==> src/rtl/usb_fs_rx_out_buffer.sv <==
// usb_fs_rx_out_buffer: captures OUT/SETUP data payloads into a single-packet buffer and reports ack/nak/err
// Ports: clk, reset (async, active-high); dev_addr; receiver side pkt_start, pkt_end, pid, addr, endp,
//        rx_data_put, rx_data, valid_packet; consumer side rd_addr -> rd_data (1-cycle), buf_release,
//        buf_full, buf_len, buf_pid, buf_endp, buf_setup; handshake pulses rx_ack, rx_nak, rx_err.
module usb_fs_rx_out_buffer #(
    parameter int MAX_PKT = 64,
    parameter int NUM_EP  = 4,
    parameter int CNT_W   = 7
) (
    input  logic             clk,
    input  logic             reset,
    input  logic [6:0]       dev_addr,
    input  logic             pkt_start,
    input  logic             pkt_end,
    input  logic [3:0]       pid,
    input  logic [6:0]       addr,
    input  logic [3:0]       endp,
    input  logic             rx_data_put,
    input  logic [7:0]       rx_data,
    input  logic             valid_packet,
    input  logic [CNT_W-1:0] rd_addr,
    output logic [7:0]       rd_data,
    input  logic             buf_release,
    output logic             buf_full,
    output logic [CNT_W-1:0] buf_len,
    output logic [3:0]       buf_pid,
    output logic [3:0]       buf_endp,
    output logic             buf_setup,
    output logic             rx_ack,
    output logic             rx_nak,
    output logic             rx_err
);
    localparam logic [3:0]       PID_OUT   = 4'b0001;
    localparam logic [3:0]       PID_SETUP = 4'b1101;
    localparam logic [3:0]       PID_DATA0 = 4'b0011;
    localparam logic [3:0]       PID_DATA1 = 4'b1011;
    localparam logic [CNT_W-1:0] FULL_CNT  = CNT_W'(MAX_PKT + 2);
    localparam logic [4:0]       EP_LIM    = 5'(NUM_EP);

    typedef enum logic [1:0] {IDLE, WAIT_DATA, RECV, CHECK} state_t;

    state_t           state_q, state_d;
    logic             drop_q, drop_d, ovf_q, ovf_d;
    logic [CNT_W-1:0] wr_cnt_q, wr_cnt_d;
    logic [3:0]       tok_endp_q, tok_endp_d, dpid_q, dpid_d;
    logic             tok_setup_q, tok_setup_d;
    logic             buf_full_q, buf_full_d, buf_setup_q, buf_setup_d;
    logic [CNT_W-1:0] buf_len_q, buf_len_d;
    logic [3:0]       buf_pid_q, buf_pid_d, buf_endp_q, buf_endp_d;
    logic             rx_ack_q, rx_ack_d, rx_nak_q, rx_nak_d, rx_err_q, rx_err_d;
    logic [7:0]       rd_data_q, rd_data_d;
    logic             we, tok_match, data_ok;
    logic [7:0]       mem [0:MAX_PKT+1];

    assign tok_match = pkt_end && (pid == PID_OUT || pid == PID_SETUP) && addr == dev_addr
                       && {1'b0, endp} < EP_LIM;
    assign data_ok   = valid_packet && (dpid_q == PID_DATA0 || dpid_q == PID_DATA1);
    assign rd_data_d = (rd_addr < FULL_CNT) ? mem[rd_addr] : 8'h00;

    always_comb begin
        state_d     = state_q;
        drop_d      = drop_q;
        ovf_d       = ovf_q;
        wr_cnt_d    = wr_cnt_q;
        tok_endp_d  = tok_endp_q;
        tok_setup_d = tok_setup_q;
        dpid_d      = dpid_q;
        buf_full_d  = buf_full_q && !buf_release;
        buf_len_d   = buf_len_q;
        buf_pid_d   = buf_pid_q;
        buf_endp_d  = buf_endp_q;
        buf_setup_d = buf_setup_q;
        rx_ack_d    = 1'b0;
        rx_nak_d    = 1'b0;
        rx_err_d    = 1'b0;
        we          = 1'b0;
        case (state_q)
            IDLE: if (tok_match) begin
                tok_endp_d  = endp;
                tok_setup_d = pid == PID_SETUP;
                drop_d      = buf_full_q;
                state_d     = WAIT_DATA;
            end
            WAIT_DATA: if (pkt_start) begin
                wr_cnt_d = '0;
                ovf_d    = 1'b0;
                state_d  = RECV;
            end else if (pkt_end) begin
                state_d = IDLE;
            end
            RECV: if (pkt_start) begin
                wr_cnt_d = '0;
                ovf_d    = 1'b0;
            end else begin
                if (rx_data_put && !drop_q) begin
                    we       = wr_cnt_q < FULL_CNT;
                    wr_cnt_d = we ? wr_cnt_q + 1'b1 : wr_cnt_q;
                    ovf_d    = ovf_q || !we;
                end
                if (pkt_end) begin
                    dpid_d  = pid;
                    state_d = CHECK;
                end
            end
            default: begin
                state_d = IDLE;
                if (data_ok && !drop_q && !ovf_q && wr_cnt_q >= CNT_W'(2)) begin
                    buf_full_d  = 1'b1;
                    buf_len_d   = wr_cnt_q - CNT_W'(2);
                    buf_pid_d   = dpid_q;
                    buf_endp_d  = tok_endp_q;
                    buf_setup_d = tok_setup_q;
                    rx_ack_d    = 1'b1;
                end else if (data_ok && drop_q) begin
                    rx_nak_d = 1'b1;
                end else begin
                    rx_err_d = 1'b1;
                end
            end
        endcase
    end

    always_ff @(posedge clk or posedge reset) begin
        if (reset) begin
            state_q     <= IDLE;
            drop_q      <= 1'b0;
            ovf_q       <= 1'b0;
            wr_cnt_q    <= '0;
            tok_endp_q  <= '0;
            tok_setup_q <= 1'b0;
            dpid_q      <= '0;
            buf_full_q  <= 1'b0;
            buf_len_q   <= '0;
            buf_pid_q   <= '0;
            buf_endp_q  <= '0;
            buf_setup_q <= 1'b0;
            rx_ack_q    <= 1'b0;
            rx_nak_q    <= 1'b0;
            rx_err_q    <= 1'b0;
            rd_data_q   <= '0;
        end else begin
            state_q     <= state_d;
            drop_q      <= drop_d;
            ovf_q       <= ovf_d;
            wr_cnt_q    <= wr_cnt_d;
            tok_endp_q  <= tok_endp_d;
            tok_setup_q <= tok_setup_d;
            dpid_q      <= dpid_d;
            buf_full_q  <= buf_full_d;
            buf_len_q   <= buf_len_d;
            buf_pid_q   <= buf_pid_d;
            buf_endp_q  <= buf_endp_d;
            buf_setup_q <= buf_setup_d;
            rx_ack_q    <= rx_ack_d;
            rx_nak_q    <= rx_nak_d;
            rx_err_q    <= rx_err_d;
            rd_data_q   <= rd_data_d;
        end
    end

    // payload RAM is deliberately not reset
    always_ff @(posedge clk)
        if (we) mem[wr_cnt_q] <= rx_data;

    assign rd_data   = rd_data_q;
    assign buf_full  = buf_full_q;
    assign buf_len   = buf_len_q;
    assign buf_pid   = buf_pid_q;
    assign buf_endp  = buf_endp_q;
    assign buf_setup = buf_setup_q;
    assign rx_ack    = rx_ack_q;
    assign rx_nak    = rx_nak_q;
    assign rx_err    = rx_err_q;
endmodule

==> config.mk <==
export PLATFORM = sky130hd
export DESIGN_NAME = usb_fs_rx_out_buffer
export DESIGN_NICKNAME = d
export VERILOG_FILES = /design/src/rtl/usb_fs_rx_out_buffer.sv
export SDC_FILE = /design/constraint.sdc
export NUM_CORES = 1
export LEC_CHECK = 0
export CAP_MARGIN = 20
export CELL_PAD_IN_SITES_DETAIL_PLACEMENT = 1
export CELL_PAD_IN_SITES_GLOBAL_PLACEMENT = 2
export CORE_MARGIN = 5
export CORE_UTILIZATION = 50
export DETAILED_ROUTE_END_ITERATION = 16
export DONT_BUFFER_PORTS = 1
export PLACE_DENSITY = 0.8
export SYNTH_ARGS = -nofsm -noshare
export SYNTH_HDL_FRONTEND = slang
export SYNTH_SLANG_ARGS = --single-unit
==> constraint.sdc <==
create_clock -name clk -period 5.9 [get_ports clk]
set_clock_uncertainty 0.05 [all_clocks]
set_input_delay 1.475 -clock clk [delete_from_list [all_inputs] [get_ports clk]]
set_output_delay 1.475 -clock clk [all_outputs]
set_load 0.02 [all_outputs]
==> out/metrics.cfg <==
[run_status]
run_status=finished clean

[cts]
clk-insertion-delay-late_ps=610
post_cts_setup_buffers=0
max_clock_buf_depth=3
ctsRootBufferMaster=sky130_fd_sc_hd__clkbuf_16
post_cts_resized=0
postCtsHoldBufs=0
cts.sinks=576
path_clk_slew_ps=60
cts_inserted_buffers=57
max_h_tree_level=2
tritoncts_clock_tree=yes

[grt]
grt_max_degree=130
grt_pass1_vias=11500
grt_remaining_overflow=0
initial_antenna_violation_count=0
grt_first_pass_wirelength_mm=80.5
overall_global_routing_resource_usage_pct=22.1

[sta]
finalMaxSlewViolations=0
finalWorstPathRequiredPeriod_ps=4050
fin_setup_tns_ps=0
layout_setup_ws_ps=1850
hold_slack_ps=460
tightestPinTransition_ps=936
grt_setup_unrepaired=false
post-route-period-util_pct=68.6
max_freq_mhz=247
finalSetupViolations=0
report.final.hold_viol_count=0
timing.max_slew.rel_slack_pct=37.4

[synth]
netlist.top_cell.by_area=sky130_fd_sc_hd__edfxtp_1
yosysMostFrequentCell=sky130_fd_sc_hd__edfxtp_1
yosys_warnings=0
synth_enable_flop_cells=528
dominant_register_cell_in_the_synthesized_netlist=sky130_fd_sc_hd__edfxtp_1
synth.avg_cell_area_um2=20.3
top_area_cells_in_the_synthesized_netlist=sky130_fd_sc_hd__edfxtp_1 (70%), sky130_fd_sc_hd__mux4_2 (13%), sky130_fd_sc_hd__dfrtp_1 (5.3%)
ranking_of_synthesized_cells_by_instance_count=sky130_fd_sc_hd__edfxtp_1 (528), sky130_fd_sc_hd__mux4_2 (128), sky130_fd_sc_hd__nor2_1 (88)
seq_area_frac_synth_pct=75.2
synth_cell_types=60
synthesis.nets=1164
area_fraction_of_the_dominant_cell_type_after_synthesis_pct=69.9
asr_flop_ratio_synth_pct=8.33
mappedNetlistArea_um2=22700
ys_ff_latch=576
post_syn_instances=1115

[power_and_ir_drop]
vdd.ir_drop.worst_mv=0.216
cellPowerDensity_nw_per_um2=351
total_leakage_power_nw=8.21

[detailed_routing]
drt-initial-drc-count=1284
drtPass1Iterations=8
wl_per_cell_um=30.7
drt_wl_total_mm=54.3
detail-route-antenna-nets=0
drc=0
vias_per_cell=6.15
route.vias.total=10900

[layout]
final_non_filler_cell_total=1770
area.growth.synth_to_final_pct=10.9
fill_cells=3930
post-route-util_pct=55.8
final_layout_size_suffix_gt1_share_pct=21.1
finalNetCount=1173

[floorplan]
fp.dieArea_um2=49700
initial_core_util_pct=50.3
core_um2=45100
floorplan.die.height_um=223
row_count=78
io-pin-count=72
fp.dieW_um=223

[place]
dpl.hpwl_mm=32.2
pre_cts_ws_ps=1280
place_inst=1665
port-buffer-count=0
routabilityCongestion=0.814

[setup_path]
setup_cp_type=reg -> reg
setup.worst_path.end_class=register
critical_path.max_fanout=9
cp-start-kind=register
worstPathArrival_ps=4230
cp.required_ps=6090

[run]
max_cap_viol=0

[min_path]
hp-class=reg -> reg

## sequential cells by signal (all words and copies together) (netlist names), 2 cells and up
name / count
mem: 528
rd_data: 8
buf_len: 7
wr_cnt_q: 7
buf_endp: 4
buf_pid: 4
dpid_q: 4
tok_endp_q: 4
state_q: 2
## logic make-up (layout without fill, tap and decap cells)
kind of cell | after synthesis | after routing | share of synthesized area, %
fa+ha+maj | 5 | 5 | 0.276
other cells | 0 | 1 | 0
flops | 576 | 576 | 75.2
compound gates | 64 | 64 | 2.12
xor+xnor | 15 | 15 | 0.579
simple gates | 195 | 195 | 3.91
mux | 197 | 197 | 16.5
buf+inv | 63 | 117 | 1.42
## layout make-up
cell class / count / area, um2 / share of cell area, %
multi-input combinational: 476 / 5310 / 21.1
timing repair buffer: 1 / 7.51 / 0.0299
inverter: 12 / 45.0 / 0.179
clock buffer: 69 / 1520 / 6.06
antenna: 1 / 2.50 / 0.00995
tap: 600 / 751 / 2.99
sequential: 576 / 17100 / 67.8
clock inverter: 35 / 457 / 1.82
## routing by layer
metal	share of wire [%]	routed length, um	vias to the layer above	GRT usage, %
met5	0	0	-	0
met4	2.3	1250	0	5.59
met3	8.9	4860	77	4.96
met2	47	25600	528	34.1
met1	42	22600	5725	32.6
li1	-	-	4558	-
## worst max-delay path, stage by stage (launching register included)
cell and delay (ps):
sky130_fd_sc_hd__dfrtp_1 480, sky130_fd_sc_hd__inv_1 140, sky130_fd_sc_hd__ha_1 290, sky130_fd_sc_hd__or4b_1 520
sky130_fd_sc_hd__a311oi_1 510, sky130_fd_sc_hd__and2b_1 290, sky130_fd_sc_hd__nand2_1 590, sky130_fd_sc_hd__nor2_1 800
## metrics by stage
step | instance area, um2 | power [mW]
global placement | 23200 | 5.10
global route | 25100 | 9.16
floorplan | 22700 | 5.02
CTS | 25100 | 8.90
finish | 25100 | 8.84
detailed placement | 23200 | 5.10
## report_power, final
| group | switching [mW] | leakage, nW | internal (mW) |
|---|---|---|---|
| clock | 1.51 | 0.969 | 2.31 |
| sequential | 0.0716 | 5.39 | 4.51 |
| combinational | 0.233 | 1.85 | 0.204 |
## placed cells by master (no fill, tap or decap), types with 5 or more instances in the layout
master / Yosys / final
sky130_fd_sc_hd__dfrtp_1: 48 / 48
sky130_fd_sc_hd__nand2b_1: 8 / 8
sky130_fd_sc_hd__nand3_1: 16 / 16
sky130_fd_sc_hd__o22ai_1: 8 / 8
sky130_fd_sc_hd__clkbuf_1: 15 / 9
sky130_fd_sc_hd__nor2b_1: 8 / 8
sky130_fd_sc_hd__edfxtp_1: 528 / 528
sky130_fd_sc_hd__ha_1: 5 / 5
sky130_fd_sc_hd__mux2_2: 20 / 20
sky130_fd_sc_hd__clkbuf_16: 0 / 59
sky130_fd_sc_hd__mux4_2: 128 / 128
sky130_fd_sc_hd__nor2_1: 88 / 88
sky130_fd_sc_hd__clkinv_2: 0 / 11
sky130_fd_sc_hd__xnor2_1: 9 / 9
sky130_fd_sc_hd__a21oi_1: 5 / 5
sky130_fd_sc_hd__mux2i_1: 40 / 40
sky130_fd_sc_hd__bufinv_16: 0 / 11
sky130_fd_sc_hd__nand2_1: 44 / 44
sky130_fd_sc_hd__clkinv_1: 0 / 8
sky130_fd_sc_hd__o21ai_0: 10 / 10
sky130_fd_sc_hd__nor3_1: 5 / 5
sky130_fd_sc_hd__inv_1: 11 / 10
sky130_fd_sc_hd__mux4_1: 9 / 9
sky130_fd_sc_hd__xor2_1: 6 / 6
## final timing paths
path | end | depth (start not counted) | slack, ps | startpoint
max | mem[24][7]$_DFFE_PP_ | 7 | 1850 | wr_cnt_q[2]$_DFFE_PP0P_
min | tok_endp_q[1]$_DFFE_PP0P_ | 1 | 460 | tok_endp_q[1]$_DFFE_PP0P_
max reg2reg | mem[24][7]$_DFFE_PP_ | 7 | 1850 | wr_cnt_q[2]$_DFFE_PP0P_
min reg2reg | tok_endp_q[1]$_DFFE_PP0P_ | 1 | 460 | tok_endp_q[1]$_DFFE_PP0P_
max in group asynchronous | wr_cnt_q[5]$_DFFE_PP0P_ | 2 | 4290 | reset
min in group asynchronous | buf_pid[1]$_DFFE_PP0P_ | 1 | 690 | reset
No activity file was read; power rests on OpenSTA's default activity.
